--- config.mk ---
export PLATFORM = sky130hd
export DESIGN_NAME = nibble_out_tx
export DESIGN_NICKNAME = d
export VERILOG_FILES = /design/src/rtl/nibbler_pkg.sv /design/src/rtl/nibble_fifo.sv /design/src/rtl/nibble_out_tx.sv
export SDC_FILE = /design/constraint.sdc
export NUM_CORES = 1
export LEC_CHECK = 0
export ABC_AREA = 0
export ABC_CLOCK_PERIOD_IN_PS = 4200
export CAP_MARGIN = 20
export CORE_MARGIN = 5
export CORE_UTILIZATION = 40
export DETAILED_ROUTE_END_ITERATION = 6
export DONT_BUFFER_PORTS = 1
export PLACE_DENSITY_LB_ADDON = 0.3
export RECOVER_POWER = 50
export SYNTH_ARGS = -nofsm -noshare
export SYNTH_HDL_FRONTEND = slang
export SYNTH_SLANG_ARGS = --single-unit
--- constraint.sdc ---
create_clock -name clk -period 4.2 [get_ports clk]
set_clock_uncertainty 0.15 [all_clocks]
set_input_delay 0 -clock clk [delete_from_list [all_inputs] [get_ports clk]]
set_output_delay 0 -clock clk [all_outputs]
set_load 0.02 [all_outputs]
--- src/rtl/nibbler_pkg.sv ---
// Shared types and constants for the Nibbler output-port serializer.
package nibbler_pkg;

    localparam int NIBBLE_W   = 4;
    localparam int FRAME_BITS = 6;

    typedef enum logic [1:0] {
        IDLE  = 2'd0,
        START = 2'd1,
        DATA  = 2'd2,
        STOP  = 2'd3
    } tx_state_t;

endpackage

--- src/rtl/nibble_fifo.sv ---
// Synchronous nibble FIFO; a push on a full FIFO is accepted only when a pop
// happens on the same edge.
module nibble_fifo
    import nibbler_pkg::*;
#(
    parameter int DEPTH = 4
) (
    input  logic                      clk,
    input  logic                      reset,
    input  logic                      push,
    input  logic                      pop,
    input  logic [NIBBLE_W-1:0]       din,
    output logic [NIBBLE_W-1:0]       dout,
    output logic [$clog2(DEPTH):0]    count,
    output logic                      full,
    output logic                      empty
);

    localparam int AW = $clog2(DEPTH);

    logic [NIBBLE_W-1:0] mem [DEPTH];
    logic [AW-1:0]       wr_ptr;
    logic [AW-1:0]       rd_ptr;
    logic                do_push;
    logic                do_pop;

    assign full    = (count == (AW+1)'(DEPTH));
    assign empty   = (count == '0);
    assign do_pop  = pop && !empty;
    assign do_push = push && (!full || do_pop);
    assign dout    = mem[rd_ptr];

    always_ff @(posedge clk or negedge reset) begin
        if (!reset) begin
            wr_ptr <= '0;
            rd_ptr <= '0;
            count  <= '0;
        end else begin
            if (do_push) wr_ptr <= wr_ptr + AW'(1);
            if (do_pop)  rd_ptr <= rd_ptr + AW'(1);
            case ({do_push, do_pop})
                2'b10:   count <= count + 1'b1;
                2'b01:   count <= count - 1'b1;
                default: count <= count;
            endcase
        end
    end

    // Storage needs no reset: the pointers and count define what is valid.
    always_ff @(posedge clk) begin
        if (do_push) mem[wr_ptr] <= din;
    end

endmodule

--- src/rtl/nibble_out_tx.sv ---
// Nibbler output port: queues CPU nibbles and sends each as a start bit,
// four data bits LSB first and a stop bit on txd.
module nibble_out_tx
    import nibbler_pkg::*;
#(
    parameter int DEPTH        = 4,
    parameter int CLKS_PER_BIT = 4
) (
    input  logic       clk,
    input  logic       reset,
    input  logic       loadOut,
    input  logic [3:0] D,
    input  logic       clr_ovf,
    output logic       txd,
    output logic       busy,
    output logic       full,
    output logic       overflow,
    output logic [1:0] dbg_state
);

    localparam int             CW        = (CLKS_PER_BIT > 1) ? $clog2(CLKS_PER_BIT) : 1;
    localparam logic [CW-1:0]  BAUD_LAST = CW'(CLKS_PER_BIT - 1);

    tx_state_t             state_q, state_d;
    logic [CW-1:0]         baud_q, baud_d;
    logic [1:0]            bit_q, bit_d;
    logic [NIBBLE_W-1:0]   shift_q, shift_d;
    logic                  overflow_q, overflow_d;
    logic                  pop;
    logic                  baud_wrap;
    logic                  drop;
    logic [NIBBLE_W-1:0]   fifo_dout;
    logic [$clog2(DEPTH):0] fifo_count;
    logic                  fifo_full;
    logic                  fifo_empty;

    // Handshake: loadOut is a valid-only strobe with no ready, because the core
    // cannot stall; a write that finds the FIFO full with no same-edge pop is
    // dropped and recorded in overflow.
    nibble_fifo #(.DEPTH(DEPTH)) u_fifo (
        .clk   (clk),
        .reset (reset),
        .push  (loadOut),
        .pop   (pop),
        .din   (D),
        .dout  (fifo_dout),
        .count (fifo_count),
        .full  (fifo_full),
        .empty (fifo_empty)
    );

    assign baud_wrap = (baud_q == BAUD_LAST);
    assign drop      = loadOut && fifo_full && !pop;

    always_ff @(posedge clk or negedge reset) begin
        if (!reset) begin
            state_q    <= IDLE;
            baud_q     <= '0;
            bit_q      <= '0;
            shift_q    <= '0;
            overflow_q <= 1'b0;
        end else begin
            state_q    <= state_d;
            baud_q     <= baud_d;
            bit_q      <= bit_d;
            shift_q    <= shift_d;
            overflow_q <= overflow_d;
        end
    end

    always_comb begin
        state_d = state_q;
        baud_d  = baud_q;
        bit_d   = bit_q;
        shift_d = shift_q;
        pop     = 1'b0;
        txd     = 1'b1;
        if (state_q != IDLE) begin
            baud_d = baud_wrap ? '0 : baud_q + CW'(1);
        end
        case (state_q)
            IDLE: begin
                baud_d = '0;
                bit_d  = '0;
                if (!fifo_empty) begin
                    pop     = 1'b1;
                    shift_d = fifo_dout;
                    state_d = START;
                end
            end
            START: begin
                txd = 1'b0;
                if (baud_wrap) begin
                    bit_d   = '0;
                    state_d = DATA;
                end
            end
            DATA: begin
                txd = shift_q[0];
                if (baud_wrap) begin
                    shift_d = shift_q >> 1;
                    bit_d   = bit_q + 2'd1;
                    if (bit_q == 2'd3) state_d = STOP;
                end
            end
            STOP: begin
                // Popping on the last stop cycle keeps back-to-back frames gapless.
                if (baud_wrap) begin
                    if (!fifo_empty) begin
                        pop     = 1'b1;
                        shift_d = fifo_dout;
                        state_d = START;
                    end else begin
                        state_d = IDLE;
                    end
                end
            end
            default: state_d = IDLE;
        endcase
    end

    always_comb begin
        overflow_d = overflow_q;
        if (drop)         overflow_d = 1'b1;
        else if (clr_ovf) overflow_d = 1'b0;
    end

    assign busy      = (state_q != IDLE) || (fifo_count != '0);
    assign full      = fifo_full;
    assign overflow  = overflow_q;
    assign dbg_state = state_q;

endmodule

Word-level counts from Yosys, hierarchy flattened --
Memories as Yosys holds them, arrays and structs flattened. Index checks and enable logic that the tools add are counted. W data, S select, Z words.
Word-level totals: register bits after elaboration 18, latch bits 0, RAM bits 16, memory bits (read-only) 0, bits of input ports 8, output and inout port bits 6, logic and storage cells 75, memories 1
Memory list:
- u_fifo.mem | depth 4, bits a word 4, rd ports 1, clocked after memory_dff 0, wr ports 1, line nibble_fifo.sv:21 | logic [NIBBLE_W-1:0] mem [DEPTH];
Operators by class: $add $sub $neg 6, multiply operators 0, divide/modulo/power cells 0, $lt $le $gt $ge 0, equality and inequality tests 13, shift-type cells 0, multiplexer cells 26, bitwise logic cells 0, reductions and logical operators 21
Operators with widths (number):
- $mux W2 | 10
- $mux W4 | 3
- $pmux W4 S3 | 1
- $eq A2 B2 Y1 const B | 5
- $ne A2 B2 Y1 const B | 5
- $reduce_bool A3 Y1 | 3
- $add A2 B1 Y2 const B | 4
- $pmux W2 S4 | 1
- $reduce_bool A2 Y1 | 4
- $mux W1 | 7
- $pmux W2 S3 | 1
- $pmux W3 S2 | 1
- $reduce_and A3 Y1 | 2
- $reduce_and A5 Y1 | 1
- $eq A2 B1 Y1 const B | 2
- $logic_and A1 B1 Y1 | 4
- $pmux W1 S2 | 2
- $add A3 B1 Y3 const B | 1
- $eq A3 B3 Y1 const B | 1
- $logic_not A1 Y1 | 3
- $logic_not A3 Y1 | 1
- $sub A3 B1 Y3 const B | 1
- $logic_not A2 Y1 | 1
- $logic_or A1 B1 Y1 | 2

Depth between registers and ports, before layout --
Gate-level depths: netlist (run 1).
word-level depth 9, mapped depth 10, gate-level depth less buffers 10

By module --
A second synthesis (run 1) with hierarchy kept.
Unflattened totals: cells, all modules 122, area total of the unflattened synthesis 1757.9 um^2
Modules (own cells, without submodules):
- nibble_fifo | times used 1, cells an instance 59, area each 1012.2 um^2, seq. area each 655.6 um^2
- nibble_out_tx | times used 1, cells an instance 63, area each 745.7 um^2, seq. area each 275.3 um^2

Worst setup path after synthesis (run 1) --
No wires, ideal clock.
path kind flip-flop to flip-flop, start register state_q[0] (netlist: dbg_state[0]), end register u_fifo.count[2], data arrival time 2.201 ns, required time 3.970 ns, slack 1.769 ns, cell stages (with the launch flop) 10, buffers on the path 0, period minus slack after synthesis 2.431 ns, cells stage by stage dfrtp_1 > inv_1 > ha_1 > a21oi_2 > nor2_2 > nand2_1 > nor2_1 > fa_1 > o31a_1 > o211ai_2
Between the ends: cells in the longest elaborated chain, start to end 7, elaborated cells on any way between the ends 10, those cells by class eq/ne: 3; mux: 2; reduce/logical: 5
RTL lines:
- start: declaration | line nibble_out_tx.sv:24 | tx_state_t state_q, state_d;
- start signal: assignment | line nibble_out_tx.sv:63 | state_q <= state_d;
- $eq A2 B2 Y1 / $logic_not A2 Y1 (equally long branches) | line nibble_out_tx.sv:81 | case (state_q)
- $pmux W1 S2 * | line nibble_out_tx.sv:81
- $logic_and A1 B1 Y1 * | line nibble_fifo.sv:29 | assign do_pop = pop && !empty;
- $logic_or A1 B1 Y1 | line nibble_fifo.sv:30 | assign do_push = push && (!full || do_pop);
- $logic_and A1 B1 Y1 | line nibble_fifo.sv:30
- $eq A2 B1 Y1 / $eq A2 B2 Y1 (equally long branches) | line nibble_fifo.sv:41 | case ({do_push, do_pop})
- $pmux W3 S2 / $reduce_bool A2 Y1 (equally long branches)
- end signal: assignment | line nibble_fifo.sv:42 | 2'b10: count <= count + 1'b1;
- end signal: assignment | line nibble_fifo.sv:43 | 2'b01: count <= count - 1'b1;
- end signal: assignment | line nibble_fifo.sv:44 | default: count <= count;
- end: declaration | line nibble_fifo.sv:14 | output logic [$clog2(DEPTH):0] count,
Mark *: on every way between the ends. The rest lies on a longest branch, timed or not. A chain may end at the register's enable or synchronous reset.

Worst setup path in the final report (run 1) --
Same ends and word-level chain as after synthesis.

==> results of run 1 <==
-- cell families after synthesis --
| kind of cell | Yosys count | share of synthesized area, % |
|---|---|---|
| and+or+nand+nor | 37 | 10.32 |
| DFF | 34 | 51.88 |
| AOI/OAI and AO/OA | 33 | 15.27 |
| buffers and inverters | 18 | 4.045 |
| adders and majority gates | 13 | 9.484 |
| muxes | 8 | 7.531 |
| xor gates and xnor gates | 3 | 1.465 |
-- critical path: cells and delay by family (launching register included) --
| kind | cells | cell delay, ns |
|---|---|---|
| simple gates | 3 | 0.30 |
| fa+ha+maj | 2 | 0.73 |
| compound gates | 3 | 0.70 |
| buf+inv | 1 | 0.18 |
| flops | 1 | 0.56 |
-- flip-flops by register name, indices dropped and copies added, names as in the netlist --
signal and count:
u_fifo.mem 16, shift_q 4, u_fifo.count 3, baud_q 2, bit_q 2, dbg_state 2, u_fifo.rd_ptr 2, u_fifo.wr_ptr 2
overflow 1
-- area by class of cell --
type                       count  area [sq um]  area share (%)
tap                           52         65.06           3.178
clock buffer                   5         68.82           3.362
timing repair buffer           7         70.07           3.423
sequential                    34         930.9           45.48
inverter                      14         52.55           2.567
clock inverter                 3         68.82           3.362
multi-input combinational     94         790.8           38.63
-- cells in the mapped netlist (all sizes together) --
cell type	count
a311oi	1
o22ai	1
nor3b	2
a22o	3
or3	2
a221o	1
nand2	12
edfxtp	16
nand3	2
o21bai	1
xnor2	3
inv	14
fa	1
buf	4
mux4	4
ha	12
a21oi	6
a2111oi	1
dfrtp	18
a21o	2
nor2b	4
nor3	2
o211ai	3
a21bo	1
a2bb2oi	2
o31ai	1
nor2	13
o21ai	5
mux2	4
a222oi	3
o31a	1
o221ai	1
-- worst max path at each step --
| stage | startpoint | endpoint | cells after the start |
|---|---|---|---|
| final | dbg_state[0] | u_fifo.count[2] | 9 |
| after global routing | dbg_state[0] | u_fifo.count[2] | 10 |
| after CTS | dbg_state[0] | u_fifo.count[2] | 9 |
| after detailed placement | dbg_state[0] | u_fifo.count[2] | 9 |
| after global placement | dbg_state[0] | u_fifo.count[2] | 9 |
| after floorplan | dbg_state[0] | u_fifo.count[2] | 9 |
-- power breakdown --
part,internal (W),switching (W)
Combinational,0.000327,0.000376
Clock,0.000238,0.000122
Sequential,0.000473,0.000146
Total,0.00104,0.000644
-- layout by cell type, fill, tap and decap left out, types with 2 or more instances in the layout --
master	Yosys	layout
xnor2_1	3	3
o211ai_1	2	2
mux2_2	2	2
bufinv_16	0	2
edfxtp_1	16	16
inv_1	14	14
clkbuf_8	0	5
ha_1	12	12
o21ai_0	2	2
a222oi_1	3	3
a21o_1	2	2
a2bb2oi_1	2	2
a21oi_1	5	5
o21ai_1	2	2
nand2_1	12	12
mux4_2	4	4
nor2b_1	4	4
nor2_1	12	12
nand3_1	2	2
mux2_1	2	2
dfrtp_1	18	18
a22o_1	3	3
dlygate4sd3_1	0	7
nor3b_1	2	2
-- repair_timing --
item	CTS	global route
hold buffers	7	0
endpoints found under the setup margin	0	0
endpoints found under the hold margin	45	0
-- routing by layer --
layer	up-vias	global-route usage, %	part of all wire, %
li1	547	-	-
met1	571	15.03	45
met2	32	19.35	49
met3	5	4.450	5.0
met4	0	4.296	1.5
met5	-	0	0
-- metrics by stage --
step | worst slack (ns) | instances
2_1_floorplan | 1.769 | 146
5_1_grt | 1.281 | 209
3_5_place_dp | 1.553 | 194
4_1_cts | 1.520 | 209
6_report | 1.520 | 209
3_3_place_gp | 1.640 | 194
==> run summary, run 1 <==
## Synth
* Mapped Avg Cell Area: 12.29 sq um
* gate count after technology mapping: 146
* number of different library cells in the post-synthesis netlist: 40
* Yosys top cell by area: edfxtp_1
* portion of synthesized cell area occupied by the leading cell type: 26.78%
* synthesis warning total: 0
* biggest area contributors in the synthesized netlist: edfxtp_1 (27%), dfrtp_1 (25%), ha_1 (8.4%)
* sequential element share of the synthesized area: 51.88%
* Post-Synthesis Net Count: 167
* flop and latch count out of synthesis: 34
* Syn Std Cell Area: 1794 sq um

## Timing
* Sum Neg Setup Slack: 0 ns
* number of setup violations in the final report: 0
* Pins Over Slew Limit: 0
* ratio of final minimum period to clock period: 63.81%
* slew of the pin with the lowest slew margin: 0.8411 ns
* clock period minus final worst setup slack: 2.680 ns
* smallest hold slack: 0.1077 ns
* highest clock frequency the design can meet: 373.1 MHz
* number of hold violations in the final report: 0
* relative slew slack: 43.74%
* RSZ-0062 raised after global routing: no

## Floorplanning
* core region area: 4354 sq um
* # IOs: 14
* die span in x: 76.98 um
* starting density of the core: 41.21%
* floorplan die area: 5925 sq um
* die span in y: 76.98 um
* total number of placement rows: 24

## Setup path
* category of the critical setup timing path: reg -> reg
* startpoint type of the worst setup path: flop
* worst reg2reg setup slack: 1.52 ns
* Worst setup EP type: flop
* Reg2Reg Depth: 9
* required time at the worst-slack endpoint: 4.26 ns
* worst endpoint data arrival time: 2.74 ns
* R2R Path Start: dbg_state[0]
* crit-path max cell delay: 0.56 ns
* capturing point of the worst reg2reg path: u_fifo.count[2]
* cell at the slowest stage of the critical path: dfrtp_1
* largest fanout of any net on the critical path: 6
* Critical Path, Cell by Cell: inv_1 > ha_1 > a21oi_2 > nor2_2 > nand2_1 > nor2_1 > fa_1 > o31a_1 > o211ai_2

## Clock tree
* CTS resizes: 0
* Num Clock Sinks: 34
* number of post-CTS setup repair buffers: 0
* H-tree level count: 2
* clock buffer count from CTS: 5
* buffer depth of the longest clock path: 2
* buffer type at the clock tree root: clkbuf_8
* clock tree from TritonCTS: yes
* source-to-sink clock delay at the later pin of the worst-skew pair: 0.29 ns
* Reg clk slew, reported paths: 0.07 ns

## Route
* number of iterations in the first detailed-routing pass: 4
* post-route antenna net violation count: 0
* Post-route DRC: 0
* post-detailed-route wirelength per cell: 15.29 um
* total vias in the final route: 1155
* post-detailed-route via-to-cell ratio: 5.526
* wire length reported by the detailed router: 3195 um
* count of routing violations after the opening detailed-route iteration: 72

## Global routing
* total congestion overflow after global routing: 0
* antenna violations before repair: 0
* total global routing track utilization: 12.11%
* wire length of the first global-routing pass: 5671 um
* via count of the first global-routing pass: 1183
* maximum number of pins on one net before global-route repair: 19

## Run status
* outcome: completed

## Layout
* area delta synth->final: 14.09%
* share of the core filled with cells in the final layout: 47.01%
* Post-layout nets: 177
* layout filler cell count: 389
* Design Area, Final: 2047 sq um
* ANT cells: 0
* share of final-layout standard cells stronger than drive strength 1: 13.38%

## Place
* Final GP Congestion: 0.8059
* placed cell areas: 1839 sq um
* total half-perimeter wirelength after legalization and detailed placement: 2382 um
* input/output buffers: 0

## Hold path
* HP Class: in -> async

## Power and ir drop
* Pwr Total: 0.001682 W
* static leakage: 0.8397 nW
* total power per unit cell area: 821.8 nW/um^2
* worst ir drop on vdd: 334.3 uV

## Run
* MaxCap Viol Count: 0

Note: power is estimated with default switching activity, not from simulation.
==> inputs of run 2 (changes only) <==
- ABC_CLOCK_PERIOD_IN_PS: 4200 -> 2700
- clock period: 4.2 -> 2.7 ns (I/O delays scaled with it)
==> run 2 against run 1 <==
Effect of this change: utilization is 0.34 points higher; wire length is 1.0% higher; worst setup slack worse by 1.3 ns; combinational power is 65% higher; sequential power is 50% higher; non-clock buffer count is 3 higher; global-route usage is 0.15 points lower; flip-flop and latch count stayed put; critical path depth is 1 higher; register-to-register slack worse by 1.3 ns; fmax is 8.5% higher; die area stayed put; largest cell class unchanged.
==> run summary, run 2 (synthesis results as in run 1) <==
## Timing
* number of setup violations in the final report: 0, unchanged
* ratio of final minimum period to clock period: 91.48%, was 63.81%
* Pins Over Slew Limit: 0, unchanged
* relative slew slack: 41.04%, was 43.74%
* slew of the pin with the lowest slew margin: 0.8815 ns, was 0.8411 ns
* Sum Neg Setup Slack: 0 ns, unchanged
* clock period minus final worst setup slack: 2.470 ns, was 2.680 ns
* number of hold violations in the final report: 0, unchanged
* highest clock frequency the design can meet: 404.9 MHz, was 373.1 MHz
* RSZ-0062 raised after global routing: no, unchanged

## Setup path
* Worst setup EP type: flop, unchanged
* largest fanout of any net on the critical path: 6, unchanged
* capturing point of the worst reg2reg path: u_fifo.count[2], unchanged
* worst reg2reg setup slack: 0.23 ns, was 1.52 ns
* required time at the worst-slack endpoint: 2.71 ns, was 4.26 ns
* startpoint type of the worst setup path: flop, unchanged
* R2R Path Start: dbg_state[0], unchanged
* category of the critical setup timing path: reg -> reg, unchanged
* Reg2Reg Depth: 10, was 9
* worst endpoint data arrival time: 2.48 ns, was 2.74 ns

## Route
* wire length reported by the detailed router: 3227 um, was 3195 um
* count of routing violations after the opening detailed-route iteration: 52, was 72
* post-route antenna net violation count: 0, unchanged
* post-detailed-route wirelength per cell: 15.22 um, was 15.29 um
* number of iterations in the first detailed-routing pass: 5, was 4
* Post-route DRC: 0, unchanged
* total vias in the final route: 1149, was 1155
* post-detailed-route via-to-cell ratio: 5.420, was 5.526

## Layout
* leading cell type in the layout, fill and taps excluded: dfrtp_1, unchanged
* area of the multi-input gates: 790.8 sq um, unchanged
* FF+latch area: 930.9 sq um, unchanged
* register bank with the most flops: u_fifo.mem, unchanged
* max reg flops: 16, unchanged
* Post-layout nets: 180, was 177
* biggest registers after layout: u_fifo.mem (16), shift_q (4), u_fifo.count (3), unchanged
* area delta synth->final: 14.92%, was 14.09%
* ANT cells: 0, unchanged
* layout filler cell count: 371, was 389
* most frequent cells in the layout: dfrtp_1 (18), edfxtp_1 (16), inv_1 (14), unchanged
* share of final-layout standard cells stronger than drive strength 1: 13.75%, was 13.38%

## Clock tree
* H-tree level count: 2, unchanged
* source-to-sink clock delay at the later pin of the worst-skew pair: 0.28 ns, was 0.29 ns
* clock buffer count from CTS: 5, unchanged
* Num Clock Sinks: 34, unchanged
* number of post-CTS setup repair buffers: 0, unchanged
* buffer type at the clock tree root: clkbuf_8, unchanged
* buffer depth of the longest clock path: 2, unchanged
* clock tree from TritonCTS: yes, unchanged
* Reg clk slew, reported paths: 0.07 ns, about the same

## Power and ir drop
* static leakage: 0.8474 nW, was 0.8397 nW
* worst ir drop on vdd: 530.1 uV, was 334.3 uV
* total power per unit cell area: 1284 nW/um^2, was 821.8 nW/um^2
* Pwr Total: 0.002647 W, was 0.001682 W

## Hold path
* HP Class: in -> async, unchanged

## Run
* MaxCap Viol Count: 0, unchanged

## Floorplanning
* # IOs: 14, unchanged
* floorplan die area: 5925 sq um, unchanged
* die span in x: 76.98 um, unchanged
* core region area: 4354 sq um, unchanged
* starting density of the core: 41.21%, unchanged
* die span in y: 76.98 um, unchanged
* total number of placement rows: 24, unchanged

## Global routing
* maximum number of pins on one net before global-route repair: 19, unchanged
* via count of the first global-routing pass: 1200, was 1183
* total global routing track utilization: 11.96%, was 12.11%
* wire length of the first global-routing pass: 5727 um, was 5671 um
* total congestion overflow after global routing: 0, unchanged
* antenna violations before repair: 0, unchanged

## Place
* total half-perimeter wirelength after legalization and detailed placement: 2368 um, was 2382 um
* input/output buffers: 0, unchanged
* Final GP Congestion: 0.8614, was 0.8059

## Run status
* outcome: completed, unchanged

run 2: changes by cell type in the layout (fill, tap and decap cells not counted):
cell	previous run	this run
buf_4	0	1
clkbuf_1	0	2
run 2: how the worst max path moves through the flow:
stage / to / start / cells after the start
after detailed placement: u_fifo.count[2] / dbg_state[0] / 10
final: u_fifo.count[2] / dbg_state[0] / 10
after global placement: u_fifo.count[2] / dbg_state[0] / 9
after global routing: u_fifo.count[2] / dbg_state[0] / 10
after floorplan: u_fifo.count[2] / dbg_state[0] / 9
after CTS: u_fifo.count[2] / dbg_state[0] / 9
run 2: metrics by stage:
stage	cell area [sq um]	std cells	hold WS (ns)	worst slack, ns	util (%)
final	2062	212	0.1277	0.2301	47.36
after global routing	2062	212	0.1740	0.01557	47.36
after CTS	2069	212	0.1258	0.2289	47.53
after detailed placement	1862	197	-0.4450	0.2541	42.76
after global placement	1862	197	-0.4450	0.3899	42.76
after floorplan	1794	146	-0.4456	0.2687	-
run 2: cell type report:
cell class	count	share of cell area [%]
clock buffers	5	3.337
clock inverters	3	3.337
inverters	14	2.549
multi-input cells	94	38.35
flip-flops and latches	34	45.15
well taps	52	3.155
repair buffers	10	4.126
run 2: repair_timing:
item,in CTS,in global routing
hold buffers,7,0
endpoints found under the hold margin,56,0
gates resized for setup,0,0
run 2: layer usage:
layer,vias to the layer above,track usage [%],part of all wire [%]
met5,-,0,0
met4,0,4.639,1.4
met3,5,3.513,3.2
met2,19,18.51,47
met1,570,15.77,49
li1,555,-,-
run 2: worst max-delay path, stage by stage, from the launching register on:
cell      delay, ns
dfrtp_1        0.45
inv_1          0.14
ha_1           0.29
a21oi_2        0.25
nor2_2         0.06
nand2_1        0.11
nor2_1         0.06
fa_1           0.43
o211ai_1       0.15
o31a_1         0.19
o211ai_2       0.07
run 2: power by group:
part	switching (W)	total (W)	internal, W
Combinational	0.000628	0.00116	0.000527
Sequential	0.000194	0.000930	0.000736
Clock	0.000192	0.000561	0.000370
Total	0.00101	0.00265	0.00163
